===== config.mk =====
export PLATFORM = sky130hd
export DESIGN_NAME = icestick_led_sampler
export DESIGN_NICKNAME = d
export VERILOG_FILES = /design/src/rtl/icestick_led_sampler.sv
export SDC_FILE = /design/constraint.sdc
export NUM_CORES = 1
export LEC_CHECK = 0
export CORE_MARGIN = 2
export CORE_UTILIZATION = 25
export CTS_CLUSTER_DIAMETER = 120
export CTS_CLUSTER_SIZE = 30
export DETAILED_ROUTE_END_ITERATION = 16
export PLACE_DENSITY = 0.51
export SLEW_MARGIN = 10
export SYNTH_ARGS = -nofsm -noshare
export SYNTH_HDL_FRONTEND = slang
export SYNTH_SLANG_ARGS = --single-unit

===== constraint.sdc =====
create_clock -name CLK -period 3 [get_ports CLK]
set_clock_uncertainty 0.2 [all_clocks]
set_input_delay 0.3 -clock CLK [delete_from_list [all_inputs] [get_ports CLK]]
set_output_delay 0.3 -clock CLK [all_outputs]
set_load 0.01 [all_outputs]

===== src/rtl/icestick_led_sampler.sv =====
// Periodic sampler of the icestick free-running counter over the RDY/EN/RV method protocol.
// It drives the sampled value onto the PWM-dimmed red LEDs and toggles the green LED on each wrap.
module icestick_led_sampler #(
    parameter int PRESCALE = 3000000,
    parameter int BRIGHT   = 16
) (
    input  logic       CLK,
    input  logic       RST_N,
    input  logic       count_RDY,
    output logic       count_EN,
    input  logic [3:0] count_RV,
    output logic [3:0] led,
    output logic       led_wrap
);

    localparam int             PW       = $clog2(PRESCALE);
    localparam logic [PW-1:0]  PRE_LAST = PW'(PRESCALE - 1);
    localparam logic [4:0]     BRIGHT_L = 5'(BRIGHT);

    typedef enum logic [1:0] {
        IDLE,
        REQ,
        UPDATE
    } state_t;

    state_t        state_q, state_d;
    logic [PW-1:0] presc_q, presc_d;
    logic [3:0]    pwm_q, pwm_d;
    logic [3:0]    sample_q, sample_d;
    logic [3:0]    prev_q, prev_d;
    logic [3:0]    led_val_q, led_val_d;
    logic          wrap_q, wrap_d;
    logic          tick;
    logic          pwm_on;

    // NOTE: every signal gets its hold value first, so no path through this block can infer a latch.
    always_comb begin
        state_d   = state_q;
        sample_d  = sample_q;
        prev_d    = prev_q;
        led_val_d = led_val_q;
        wrap_d    = wrap_q;
        count_EN  = 1'b0;

        tick    = (presc_q == PRE_LAST);
        presc_d = tick ? '0 : presc_q + 1'b1;
        pwm_d   = pwm_q + 4'd1;

        // A tick arriving outside IDLE is simply dropped, so requests never queue up.
        unique case (state_q)
            IDLE: begin
                if (tick) state_d = REQ;
            end
            REQ: begin
                count_EN = count_RDY;
                if (count_RDY) begin
                    sample_d = count_RV;
                    state_d  = UPDATE;
                end
            end
            UPDATE: begin
                led_val_d = sample_q;
                if (sample_q < prev_q) wrap_d = ~wrap_q;
                prev_d  = sample_q;
                state_d = IDLE;
            end
            default: state_d = IDLE;
        endcase
    end

    // NOTE: state updates use non-blocking assignments so every flop samples the pre-edge values.
    always_ff @(posedge CLK) begin
        if (!RST_N) begin
            state_q   <= IDLE;
            presc_q   <= '0;
            pwm_q     <= '0;
            sample_q  <= '0;
            prev_q    <= '0;
            led_val_q <= '0;
            wrap_q    <= 1'b0;
        end else begin
            state_q   <= state_d;
            presc_q   <= presc_d;
            pwm_q     <= pwm_d;
            sample_q  <= sample_d;
            prev_q    <= prev_d;
            led_val_q <= led_val_d;
            wrap_q    <= wrap_d;
        end
    end

    // The compare is 5 bits wide, so BRIGHT=16 keeps the LEDs permanently on.
    assign pwm_on   = ({1'b0, pwm_q} < BRIGHT_L);
    assign led      = led_val_q & {4{pwm_on}};
    assign led_wrap = wrap_q;

endmodule


Yosys cells after proc, flatten, opt, wreduce, memory -nomap -nowiden. Cells that the tools add are included.

Register bits: 33. Input port bits: 7. Logic and storage cells: 23.

Bitwise logic cells: 2. Reduce and logical (&&, ||, !) cells: 5. Add/subtract/negate cells: 1. Equal/unequal tests: 5. Multiplexer cells: 4. Order comparisons: 1.

Operators by type and width (count): adder 22 x 1 -> 22 bit, second input constant (1); equality test 22 bit, second input constant (1); AND reduction 2 bit (3); < comparator 4 bit (1); two-way mux 2 bit (2); inequality test 2 bit, second input constant (2); case mux 2 bit (2 select lines) (1); equality test 2 x 1 -> 1 bit, second input constant (1); equality test 2 bit, second input constant (1); zero test 2 bit (1); inverter 1 bit (2); OR reduction 2 bit (1); two-way mux 1 bit (1).

Logic depth before layout (Yosys ltp).
Depth in word-level cells: 3. Gate-level depth with buffers: 6. Depth with buffers taken out: 5.

Least setup slack after synthesis. No wires, ideal clock.

Path kind: register -> register. From: reg presc_q[2]. To: reg presc_q[19]. Setup slack: 0.995 ns. Cell stages (with the launch flop): 6. Arrival: 1.738 ns. Period minus slack after synthesis: 2.005 ns. Path buffers: 1. Cell sequence: dfxtp_1 -> buf_4 -> nand4_2 -> or4_4 -> or4b_4 -> a21oi_2.

Cells in the longest elaborated chain, start to end: 2. Elaborated cells between the ends (all ways): 3. Those cells by class: add/sub (1); eq/ne (1); reduce/logical (1).

RTL lines: start, declared (RTL line 27) `logic [PW-1:0] presc_q, presc_d;`; start signal, assigned (RTL line 83) `presc_q <= presc_d;`; parallel branches: the longest is 2 deep, another holds adder 22 x 1 -> 22 bit.

Parallel ways; which one is timed is not known. A chain may end at the register's enable or synchronous reset.

Final worst setup path.
From: reg presc_q[0]. To: reg presc_q[20].

The elaborated chain is that of the path after synthesis.

==> metrics.md <==
| Metric | Value |
|---|---|
| Outcome | `finished clean` |
| Critical R2R Launch | `presc_q[0]$_SDFF_PP0_` |
| Resized Gates After CTS | `0` |
| Ant diodes | `0` |
| DR vias | `1220` |
| Worst slew margin | `56.6%` |
| FMAX | `448 MHz` |
| GRT Util Overall | `10.6%` |
| Root Buffer | `clkbuf_8` |
| Fin crit period | `2.23 ns` |
| TNS Setup | `0 ns` |
| Vias in the first global route | `1201` |
| Final nets | `between 200 and 250` |
| Area leader, netlist | `dfxtp_1` |
| 1st-iter DRT viols | `63` |
| Via-to-Cell Ratio | `4.57` |
| TritonCTS clock tree | `done` |
| Worst-path clk slew | `roughly 0.07 ns` |
| Worst R2R Path Depth | `5` |
| Chip width | `between 80 and 90 um` |
| Reg2reg end | `presc_q[20]$_SDFF_PP0_` |
| Longest Clk Path Bufs | `2` |
| Critical Path Start Type | `register` |
| Max-cap viol count | `0` |
| Yosys top cell area share | `a little over two fifths` |
| Type of the worst setup path | `reg2reg` |
| GR met3 Demand/Resource | `4.24%` |
| Peak VDD IR | `0.000144 V` |
| Post CTS Setup Buffer Count | `0` |
| Global route hottest layer | `met2` |
| Measured slew at the worst slew-check pin | `0.650 ns` |
| R2R Setup Slk | `0.77 ns` |
| WL final | `roughly 3000 um` |
| Largest net degree at the start of global routing | `23` |
| Post-Syn Instances | `176` |
| I/O pins | `13` |
| Critical Path Start | `presc_q[0]$_SDFF_PP0_` |
| Final Core Density | `30.7%` |
| Peak fanout along the critical path | `6` |
| Worst setup EP type | `register` |
| Setup crit end | `presc_q[20]$_SDFF_PP0_` |
| Hold/Removal Path Class | `reg2reg` |
| Layout cells sized above 1 | `around 7.8%` |
| Avg Cell Area, Syn | `8.74 um^2` |
| RSZ-0062 raised after global routing | `false` |
| Power Density | `440 mW/mm^2` |
| CTS Hold Buffers Added | `0` |
| Layout area overhead | `18.3%` |
| Starting density of the core | `26.0%` |
| Grt met2 use | `between 10% and 20%` |
| TritonCTS Buffers | `5` |
| CP max-delay cell | `or3_1` |
| DRC viols | `0` |
| Initial antenna violation count | `0` |
| Netlist cell types | `36` |
| DIE AREA | `0.00679 mm^2` |
| # rows | `28` |
| Sink Count | `33` |
| Clk_lat worst skew | `0.28 ns` |
| Register area share after synthesis | `43.0%` |
| Tot Pwr | `0.800 mW` |
| Post-route antenna net violation count | `0` |
| Top cells by area, synth | `dfxtp_1 43%, nor2_1 7.8%, xnor2_1 5.1%` |
| Final Hold Viols | `0` |
| GR Overflow Total | `0` |
| Max incr delay on CP | `0.45 ns` |
| WP data arrival | `2.25 ns` |
| Placer congestion estimate | `0.776` |
| Ys Warns | `0` |
| Period utilisation layout | `74.4%` |
| Input/output buffers | `12` |
| Core area | `0.00592 mm^2` |
| Drt wl/cell | `11.2 um` |
| First-pass GRT wire length | `approximately 5300 um` |
| Cells along the critical path | `ha_1 -> nand4_1 -> or3_1 -> or4_1 -> a21oi_1` |
| Dpl hpwl | `2140 um` |
| Max H-tree Level | `2` |
| Mapped Area | `0.00154 mm^2` |
| Slew Limit Fails | `0` |
| Worst endpoint required time | `3.01 ns` |
| Syn_nets | `~190` |
| GRT met1 Usage | `13.1%` |
| # setup viols final | `0` |
| Leakage | `0.625 nW` |
| Pre-Repair DR Iteration Count | `4` |
| Die H | `82.4 um` |
| Synthesized flop and latch total | `33` |
[layout make-up]
| type | instances | area (um^2) |
|---|---|---|
| sequential | 33 | 661 |
| fill | 625 | 4100 |
| clock inverter | 2 | 10.0 |
| timing repair buffer | 13 | 128 |
| inverter | 9 | 33.8 |
| multi-input combinational | 129 | 821 |
| tap | 75 | 93.8 |
| clock buffer | 6 | 72.6 |
[registers in the layout, indices dropped and copies added, names as in the netlist]
signal,cells
led,4
sample_q,4
state_q,2
presc_q,22
led_wrap,1
[power breakdown]
part,switching [mW],total [mW],internal [mW]
logic,0.0153,0.0310,0.0156
clock network,0.159,0.319,0.161
registers,0.00704,0.450,0.443
total,0.181,0.800,0.619
[worst max-delay path: cells and delay by family (launching register included)]
kind | cells | cell delay (ns)
and+or+nand+nor | 3 | 1.10
adders and majority gates | 1 | 0.30
DFF | 1 | 0.42
AOI/OAI and AO/OA | 1 | 0.15
[cell families after synthesis]
kind of cell | synth area share [%]
adder cells (fa/ha/maj) | 3.25
multiplexers | 3.25
AND/OR/NAND/NOR | 31.7
AO/OA/AOI/OAI | 6.59
flip-flops | 43.0
XOR/XNOR | 8.54
buffers and inverters | 3.66
[worst min-delay path by stage]
stage | startpoint | to | cells after the start
floorplan | state_q[1]$_SDFFE_PN0P_ | state_q[0]$_SDFFE_PN0P_ | 1
global placement | state_q[1]$_SDFFE_PN0P_ | state_q[0]$_SDFFE_PN0P_ | 1
detailed placement | state_q[1]$_SDFFE_PN0P_ | state_q[0]$_SDFFE_PN0P_ | 1
CTS | state_q[1]$_SDFFE_PN0P_ | state_q[0]$_SDFFE_PN0P_ | 1
global route | state_q[1]$_SDFFE_PN0P_ | state_q[0]$_SDFFE_PN0P_ | 1
finish | state_q[1]$_SDFFE_PN0P_ | state_q[0]$_SDFFE_PN0P_ | 1
[cells in the final DEF, fill, tap and decap left out, types with 2 or more instances in the layout]
cell type        instances
nand2b_1                 2
a21oi_1                  8
a211oi_1                 2
dfxtp_1                 33
clkdlybuf4s50_1         12
nand2_1                  6
nor2_1                  32
xnor2_1                  9
xor2_1                   6
nand3_1                  9
inv_1                    9
clkinv_2                 2
or3_1                    5
nor3_1                   2
nand4_1                  9
clkbuf_8                 5
ha_1                     4
mux2i_1                  5
nand4_2                  2
or4_1                    2
nor4b_1                  2
o21ai_0                  5
nor4_1                   5
[metal layers]
| metal | share of wire (%) | wire length, um |
|---|---|---|
| met1 | 52 | 1570 |
| met2 | 42 | 1250 |
| met3 | 3.8 | 115 |
| met4 | 2.3 | 70 |
| met5 | 0 | 0 |
[synthesized netlist by cell type (all sizes together)]
master   instances
nand4           11
and4             2
or4              3
nor4             5
dfxtp           33
inv              9
nand2            6
nor4bb           1
nor4b            2
xnor2            9
nor3             2
a21oi            9
mux2i            5
nand4bb          1
or3              6
nand4b           1
nor2            32
ha               4
nand3b           1
xor2             6
o31ai            1
clkbuf           4
or4b             1
a211oi           2
and3             1
buf              1
nand3            9
o21ai            6
nand2b           2
nor2b            1
[stage by stage]
| step | area, um^2 | hold slack, ns | setup slack (ns) | std cells |
|---|---|---|---|---|
| CTS | 1820 | 0.245 | 0.760 | 267 |
| floorplan | 1540 | 0.205 | 0.995 | 176 |
| global placement | 1740 | 0.238 | 0.778 | 259 |
| global route | 1820 | 0.261 | 0.626 | 267 |
| finish | 1820 | 0.243 | 0.767 | 267 |
| detailed placement | 1740 | 0.229 | 0.777 | 259 |
(Power assumes the default switching activity.)
